$ cat config.mk
export PLATFORM = sky130hd
export DESIGN_NAME = pe0_stage_ctrl
export DESIGN_NICKNAME = d
export VERILOG_FILES = /design/src/rtl/pe0_stage_ctrl.sv
export SDC_FILE = /design/constraint.sdc
export NUM_CORES = 1
export LEC_CHECK = 0
export ABC_AREA = 1
export CORE_MARGIN = 10
export CORE_UTILIZATION = 45
export CTS_CLUSTER_SIZE = 20
export DETAILED_ROUTE_END_ITERATION = 6
export PLACE_DENSITY = 0.67
export SETUP_SLACK_MARGIN = 0.1
export SYNTH_ARGS = -nofsm -noshare
export SYNTH_HDL_FRONTEND = slang
export SYNTH_SLANG_ARGS = --single-unit
export TNS_END_PERCENT = 100
$ cat constraint.sdc
create_clock -name clk -period 3.4 [get_ports clk]
set_input_delay 0.34 -clock clk [delete_from_list [all_inputs] [get_ports clk]]
set_output_delay 0.34 -clock clk [all_outputs]
set_load 0.02 [all_outputs]
$ cat src/rtl/pe0_stage_ctrl.sv
// rtl/pe0_stage_ctrl.sv - PE0 butterfly pass sequencer with latency-matched write-back
// Optional feature: define PE0_CTRL_BITREV_EN to bit-reverse the write-back address.
module pe0_stage_ctrl #(
    parameter int ADDR_W  = 6,
    parameter int TW_W    = 7,
    parameter int N_BFLY  = 64,
    parameter int LAT_FWD = 4,
    parameter int LAT_INV = 11
) (
    input  logic              clk,
    input  logic              rst,
    input  logic              start,
    input  logic [2:0]        mode,
    input  logic [TW_W-1:0]   tw_base,
    input  logic              hold,
    output logic              busy,
    output logic              done,
    output logic              sel_0,
    output logic              sel_1,
    output logic              KD_mode,
    output logic              rd_en,
    output logic [ADDR_W-1:0] rd_addr,
    output logic [TW_W-1:0]   tw_addr,
    output logic              wr_en,
    output logic [ADDR_W-1:0] wr_addr
);

    typedef enum logic [1:0] {IDLE, ISSUE, DRAIN, DONE} state_t;

    localparam logic [ADDR_W-1:0] LAST_IDX = ADDR_W'(N_BFLY - 1);

    state_t            state_q, state_d;
    logic [ADDR_W-1:0] i_q, i_d;
    logic [TW_W-1:0]   tw_base_q, tw_base_d;
    logic              kd_q, kd_d;
    logic              sel1_q, sel1_d;
    logic              sel0_q, sel0_d;
    logic              inv_q, inv_d;
    // Each tag is {valid, index}; entry k holds the tag pushed k cycles ago.
    logic [ADDR_W:0]   pipe_q [1:LAT_INV];
    logic [ADDR_W:0]   pipe_d [1:LAT_INV];

    logic [ADDR_W:0]   tap;
    logic              tap_valid;
    logic [ADDR_W-1:0] tap_idx;

    assign tap       = inv_q ? pipe_q[LAT_INV] : pipe_q[LAT_FWD];
    assign tap_valid = tap[ADDR_W];
    assign tap_idx   = tap[ADDR_W-1:0];

    assign rd_en   = (state_q == ISSUE) && !hold;
    assign rd_addr = i_q;
    assign tw_addr = tw_base_q + TW_W'(i_q);
    assign busy    = (state_q == ISSUE) || (state_q == DRAIN);
    assign done    = (state_q == DONE);
    assign sel_0   = sel0_q;
    assign sel_1   = sel1_q;
    assign KD_mode = kd_q;
    assign wr_en   = tap_valid;

`ifdef PE0_CTRL_BITREV_EN
    always_comb begin
        wr_addr = '0;
        for (int b = 0; b < ADDR_W; b++) begin
            wr_addr[b] = tap_idx[ADDR_W-1-b];
        end
    end
`else
    assign wr_addr = tap_idx;
`endif

    always_comb begin
        state_d   = state_q;
        i_d       = i_q;
        tw_base_d = tw_base_q;
        kd_d      = kd_q;
        sel1_d    = sel1_q;
        sel0_d    = sel0_q;
        inv_d     = inv_q;
        pipe_d[1] = {rd_en, i_q};
        for (int k = 2; k <= LAT_INV; k++) begin
            pipe_d[k] = pipe_q[k-1];
        end
        case (state_q)
            IDLE: begin
                if (start) begin
                    kd_d      = mode[2];
                    sel1_d    = mode[1];
                    sel0_d    = mode[0];
                    inv_d     = ~mode[2] & mode[1];
                    tw_base_d = tw_base;
                    i_d       = '0;
                    state_d   = ISSUE;
                end
            end
            ISSUE: begin
                if (!hold) begin
                    i_d = i_q + 1'b1;
                    if (i_q == LAST_IDX) begin
                        state_d = DRAIN;
                    end
                end
            end
            DRAIN: begin
                // The final tag sits at the tap this cycle; done follows next cycle.
                if (tap_valid && (tap_idx == LAST_IDX)) begin
                    state_d = DONE;
                end
            end
            default: state_d = IDLE;
        endcase
    end

    always_ff @(posedge clk or posedge rst) begin
        if (rst) begin
            state_q   <= IDLE;
            i_q       <= '0;
            tw_base_q <= '0;
            kd_q      <= 1'b0;
            sel1_q    <= 1'b0;
            sel0_q    <= 1'b0;
            inv_q     <= 1'b0;
            for (int k = 1; k <= LAT_INV; k++) begin
                pipe_q[k] <= '0;
            end
        end else begin
            state_q   <= state_d;
            i_q       <= i_d;
            tw_base_q <= tw_base_d;
            kd_q      <= kd_d;
            sel1_q    <= sel1_d;
            sel0_q    <= sel0_d;
            inv_q     <= inv_d;
            for (int k = 1; k <= LAT_INV; k++) begin
                pipe_q[k] <= pipe_d[k];
            end
        end
    end

endmodule

## Word level (Yosys, flattened, before mapping)

Cells that the tools add are included.

| word-level totals | value |
|---|---|
| register bits after elaboration | 96 |
| input bits | 14 |

| operators by class | value |
|---|---|
| $add $sub $neg | 2 |
| eq/ne operators | 9 |
| muxes and demuxes | 9 |
| bitwise logic cells | 2 |
| reduce and logical (&&, ||, !) cells | 9 |

Operators with widths:

| cell | number |
|---|---|
| 6-bit equality test (second input constant) | 2 |
| 6-bit 2-to-1 mux | 2 |
| 6-bit one-hot mux with 2 select lines | 1 |
| 2-bit 2-to-1 mux | 4 |
| 7-bit by 6-bit adder with 7-bit output | 1 |
| 7-bit 2-to-1 mux | 1 |
| 6-bit by 1-bit adder with 6-bit output (second input constant) | 1 |
| 2-bit one-hot mux with 3 select lines | 1 |
| 2-bit equality test (second input constant) | 2 |
| 2-bit by 1-bit inequality test with 1-bit output (second input constant) | 2 |
| 2-bit inequality test (second input constant) | 2 |
| 4-bit AND reduction | 1 |
| 3-bit AND reduction | 1 |
| 2-bit by 1-bit equality test with 1-bit output (second input constant) | 1 |
| 1-bit logical AND | 2 |
| 2-bit zero test | 1 |
| 2-bit AND reduction | 1 |
| 2-bit nonzero test | 1 |
| 1-bit AND | 1 |
| 1-bit zero test | 1 |
| 1-bit logical OR | 1 |
| 1-bit inverter | 1 |

## Longest topological paths before layout

Gate-level depths: netlist (run 1).

| depth | value |
|---|---|
| depth after elaboration | 5 |
| depth in mapped cells | 11 |
| mapped depth without buffers | 10 |

## Worst setup path before layout (run 1)

OpenSTA, ideal clock, no wires.

| timing path | value |
|---|---|
| kind | register to output |
| from | reg i_q[0] (netlist: rd_addr[0]) |
| to | out tw_addr[6] |
| arrival | 1.705 ns |
| required time | 3.060 ns |
| setup slack | 1.355 ns |
| stages on the path, launching flop included | 8 |
| cell sequence | dfrtp_1 -> ha_1 -> inv_1 -> fa_1 -> inv_1 -> nand4_1 -> nand3_1 -> xor2_1 |

| between the ends | value |
|---|---|
| word-level cells in the longest chain between the ends | 1 |

RTL lines:

| what | line | source |
|---|---|---|
| start: declaration | 33 | `logic [ADDR_W-1:0] i_q, i_d;` |
| start signal: assignment | 128 | `i_q <= i_d;` |
| 7-bit by 6-bit adder with 7-bit output | 53 | `assign tw_addr = tw_base_q + TW_W'(i_q);` |
| end: declaration | 23 | `output logic [TW_W-1:0] tw_addr,` |

No other way between the ends.

## Final worst setup path (run 1)

Ends and elaborated chain as after synthesis.

==> results_dict.tcl, run 1 <==
set metrics [dict create \
    hold_viol 0 \
    placementRows 31 \
    grt_usage_pct 10.6 \
    syn-cell-area_um2 3290 \
    postRouteAntennaNets 0 \
    relSlewSlack_pct 37.8 \
    ys_seq_area_share_pct 72.9 \
    path_buf_inv 3 \
    first_global_vias 1977 \
    power.leakage_uw 0.00201 \
    final_core_util_pct 54.9 \
    io_buffers 39 \
    clock_skew_ps 5.19 \
    critPathRequiredTime_ps 3060 \
    grt_pass1_wl_mm 9.41 \
    layout.cells.non_filler 410 \
    cts_made_buffers 9 \
    fin_tns_setup_ps 0 \
    rsz0062_at_grt "no" \
    hp-class "register to register" \
    ir_worst_vdd_mv 0.509 \
    ioPinCount 40 \
    place_congestion 0.786 \
    drtIter0Drc 39 \
    core_um2 7180 \
    dp.cells 394 \
    fin_crit_sh_pct 87.9 \
    antenna_found_initial 0 \
    dpl.hpwl_mm 3.87 \
    fillers 603 \
    max_freq_mhz 335 \
    wl_per_cell_um 13.0 \
    overflow 0 \
    die-width_um 106 \
    viasPerCell 4.51 \
    powerDensity_nw_per_um2 881 \
    tightestPinTransition_ps 932 \
    avgSynthCellArea_um2 12.5 \
    clkTransAtPathRegs_ps 90 \
    hold_buffers 0 \
    cts_setup_buffers 0 \
    synthFlopType "dfrtp_1" \
    clock_sinks 96 \
    ys.warnings.count 0 \
    synth_cell_type_count 24 \
    dr_total_vias 1851 \
    criticalPathCategory "register to output port" \
    root_buffer "clkbuf_8" \
    drive_gt1_share_pct 9.65 \
    antenna_cells 0 \
    start_util_pct 45.9 \
    cp_data_arrival_time_ps 2650 \
    cts_tree "built" \
    async_flop_share_pct 100 \
    grt_max_degree 58 \
    syn-instance-count 263 \
    cts-resized-gates 0 \
    ys_ff_latch 96 \
    drv_cap 0 \
    h-tree-depth 3 \
    cp_cell_sequence "ha_1 > inv_1 > fa_1 > inv_1 > nand4_1 > nand3_1 > xor2_1 > clkdlybuf4s50_1" \
    final_common_cell "dfrtp_1" \
    crit_slowest_cell "clkdlybuf4s50_1" \
    synth_edf_count 0 \
    critPathTopFamily "buffers and inverters" \
    synthesis.nets 290 \
    cts_buffer_depth 2 \
    outcome "finished clean" \
    r2r_slack_ps 1680 \
    worst_path_largest_cell_delay_ps 620 \
    dr.pass1.iters 6 \
    fin_crit_ps 2990 \
    slew_violations 0 \
    end_kind "output port" \
    layout.nets 333 \
    drt-total-wl_mm 5.35 \
    cpMostUsedCell "inv_1" \
    setup_viol 0 \
    final_cell_mix "dfrtp_1 (96), nand2_1 (70), clkdlybuf4s50_1 (39)" \
    clk_latency_ps 340 \
    die_h_um 106 \
    areaGrowthSynthToFinish_pct 19.6 \
    cp-start-kind "register" \
    dieArea_um2 11100 \
    worstPathMaxFanout 9 \
    drc_errors 0 \
]
[worst paths after layout]
check	from	end	depth (start not counted)
hold reg to reg	pipe_d[38]	pipe_d[31]	0
setup reg to reg	state_q[0]	rd_addr[2]	7
min in group asynchronous	rst	pipe_d[65]	2
setup / recovery	rd_addr[0]	tw_addr[6]	8
hold / removal	pipe_d[38]	pipe_d[31]	0
max in group asynchronous	rst	pipe_d[48]	3
[logic make-up after synthesis]
group                      share of synthesized area [%]
adders and majority gates                           5.17
xor gates and xnor gates                            1.33
and+or+nand+nor                                     12.6
AOI/OAI and AO/OA                                   3.00
DFF                                                 72.9
buffers and inverters                               4.98
[Yosys cell counts, types with 2 or more instances]
cell	number	area [µm²]
a21oi_1	6	30.0
a31oi_1	2	12.5
buf_2	2	10.0
buf_4	6	45.0
dfrtp_1	96	2400
ha_1	12	150
inv_1	21	78.8
inv_2	2	7.51
nand2_1	70	263
nand2_2	5	31.3
nand3_1	9	45.0
nand4_1	4	25.0
nor2_1	9	33.8
o21ai_0	5	25.0
o21ai_2	2	17.5
xnor2_1	2	17.5
xor2_1	3	26.3
[state kept, by name, summed over array words and instances, names as in the netlist]
signal	flops
sel_1	1
pipe_d	70
state_q	2
KD_mode	1
sel_0	1
rd_addr	6
pipe_q	7
inv_q	1
tw_base_q	7
[area by class of cell]
cell class              count  area (µm²)  area share [%]
clock buffers              10         128            3.24
clock inverters             6        55.1            1.40
inverters                  24        98.8            2.51
multi-input cells         134         727            18.5
flip-flops and latches     96        2400            61.0
well taps                  99         124            3.14
repair buffers             41         405            10.3
[power by group]
| group | leakage (µW) | switching, µW | internal, µW |
|---|---|---|---|
| clock network | 0.0000779 | 381 | 274 |
| registers | 0.00127 | 173 | 1450 |
| logic | 0.000662 | 687 | 507 |
| total | 0.00201 | 1240 | 2230 |
[metal layers]
| layer | part of all wire [%] | vias up | track usage (%) |
|---|---|---|---|
| met1 | 46 | 906 | 13.1 |
| met4 | 1.6 | 0 | 4.06 |
| met5 | 0 | - | 0 |
| li1 | - | 899 | - |
| met2 | 45 | 38 | 16.0 |
| met3 | 6.7 | 8 | 4.81 |
[through the flow]
stage	power, µW	setup WS [ps]	hold WS [ps]	area, µm²
2_1_floorplan	2370	555	331	3290
3_3_place_gp	2820	859	331	3760
3_5_place_dp	2860	791	335	3760
4_1_cts	3530	382	350	3940
5_1_grt	3730	213	353	3940
6_report	3470	413	349	3940
No activity file was read; power rests on OpenSTA's default activity.
==> run 2, diff against run 1 <==
==> constraint.sdc (replaced) <==
create_clock -name clk -period 3.4 [get_ports clk]
set_input_delay 0.68 -clock clk [delete_from_list [all_inputs] [get_ports clk]]
set_output_delay 0.68 -clock clk [all_outputs]
set_load 0.02 [all_outputs]
==> results_dict.tcl, run 2 (synthesized netlist as in run 1, its figures left out) <==
set metrics [dict create \
    outcome "finished clean" \
    worstPathMaxFanout 9 \
    end_kind "output port" \
    fin_crit_ps 3090 \
    start_util_pct 45.9 \
    path_buf_inv 3 \
    ir_worst_vdd_mv 0.531 \
    cp_cell_sequence "ha_1 > inv_1 > fa_1 > inv_1 > a31oi_1 > xnor2_1 > clkdlybuf4s50_1" \
    final_core_util_pct 55.3 \
    critPathRequiredTime_ps 2720 \
    antenna_found_initial 0 \
    design_area_um2 3970 \
    cts_made_buffers 9 \
    drc_errors 0 \
    final_common_cell "dfrtp_1" \
    drv_cap 0 \
    ioPinCount 40 \
    fin_crit_sh_pct 91.0 \
    cpMostUsedCell "inv_1" \
    dr_total_vias 1836 \
    power.leakage_uw 0.00205 \
    layout_setup_ws_ps 305 \
    criticalPathCategory "register to output port" \
    crit_slowest_cell "clkdlybuf4s50_1" \
    rsz0062_at_grt "no" \
    overflow 0 \
    max_freq_mhz 323 \
    hp-class "register to register" \
    wl_per_cell_um 13.2 \
    place_congestion 0.788 \
    hold_viol 0 \
    dpl.hpwl_mm 3.89 \
    placementRows 31 \
    setup_viol 0 \
    dr.pass1.iters 4 \
    root_buffer "clkbuf_8" \
    worst_path_largest_cell_delay_ps 620 \
    drtIter0Drc 85 \
    h-tree-depth 3 \
    core_um2 7180 \
    critPathTopFamily "buffers and inverters" \
    grt_pass1_wl_mm 9.45 \
    grt_max_degree 48 \
    clkTransAtPathRegs_ps 90 \
    die-width_um 106 \
    first_global_vias 1954 \
    tightestPinTransition_ps 587 \
    cts_buffer_depth 2 \
    slew_violations 0 \
    clock_sinks 96 \
    cp-start-kind "register" \
    layout.nets 333 \
    relSlewSlack_pct 60.8 \
    postRouteAntennaNets 0 \
    grt_usage_pct 10.8 \
    cp_data_arrival_time_ps 2410 \
    drt-total-wl_mm 5.43 \
    dieArea_um2 11100 \
    io_buffers 39 \
    antenna_cells 0 \
    clock_skew_ps 6.31 \
    drive_gt1_share_pct 9.65 \
    die_h_um 106 \
    fin_tns_setup_ps 0 \
    final_cell_mix "dfrtp_1 (95), nand2_1 (70), clkdlybuf4s50_1 (38)" \
    viasPerCell 4.48 \
    clk_latency_ps 350 \
    dp_slack_ps 499 \
    place_area_um2 3770 \
    areaGrowthSynthToFinish_pct 20.5 \
    powerDensity_nw_per_um2 889 \
    fillers 590 \
    largest_register_ffs 70 \
    cts_tree "built" \
]
## run 2: final timing paths
path,start,to,slack (ps),cells past startpoint
max in group asynchronous,rst,pipe_d[46],2070,3
hold / removal,pipe_d[9],pipe_d[2],350,0
min in group asynchronous,rst,pipe_d[58],700,2
setup reg to reg,state_q[0],rd_addr[2],1690,7
setup / recovery,rd_addr[0],tw_addr[4],310,7
hold reg to reg,pipe_d[9],pipe_d[2],350,0
## run 2: cell type report
cell class                 count  area, µm²  area share, %
tap                           99        124           3.12
multi-input combinational    134        727           18.3
timing repair buffer          41        420           10.6
inverter                      24       98.8           2.49
clock inverter                 5       63.8           1.61
sequential                    96       2400           60.6
clock buffer                  11        131           3.31
## run 2: worst register-to-register path, stage by stage, from the launching register on
cell and delay (ps):
dfrtp_1 440, inv_1 110, ha_1 260, nand2_2 190
inv_1 350, nand2_1 130, nand2_1 90, nor2_1 40
## run 2: what timing repair did
action                                  CTS  global route
buffers inserted                          0             0
pin swaps                                 0             0
endpoints found under the setup margin    1             1
gates resized for setup                   1             1
hold buffers                              0             0
## run 2: power breakdown
| part | switching [µW] | internal [µW] | total [µW] | leakage (µW) |
|---|---|---|---|---|
| clock network | 369 | 347 | 716 | 0.0000945 |
| logic | 683 | 509 | 1190 | 0.000679 |
| registers | 173 | 1450 | 1620 | 0.00127 |
| total | 1220 | 2310 | 3530 | 0.00205 |
## run 2: metal layers
| layer | global-route usage (%) | vias to the layer above | wire, µm |
|---|---|---|---|
| li1 | - | 901 | - |
| met1 | 13.0 | 887 | 2520 |
| met2 | 16.2 | 39 | 2480 |
| met3 | 5.79 | 9 | 373 |
| met4 | 3.58 | 0 | 56 |
| met5 | 0 | - | 0 |
## run 2: metrics by stage
| stage | hold slack [ps] | cells | power, µW |
|---|---|---|---|
| floorplan | 331 | 263 | 2370 |
| global placement | 332 | 394 | 2830 |
| detailed placement | 335 | 394 | 2860 |
| CTS | 350 | 410 | 3590 |
| global route | 349 | 410 | 3790 |
| finish | 348 | 410 | 3530 |
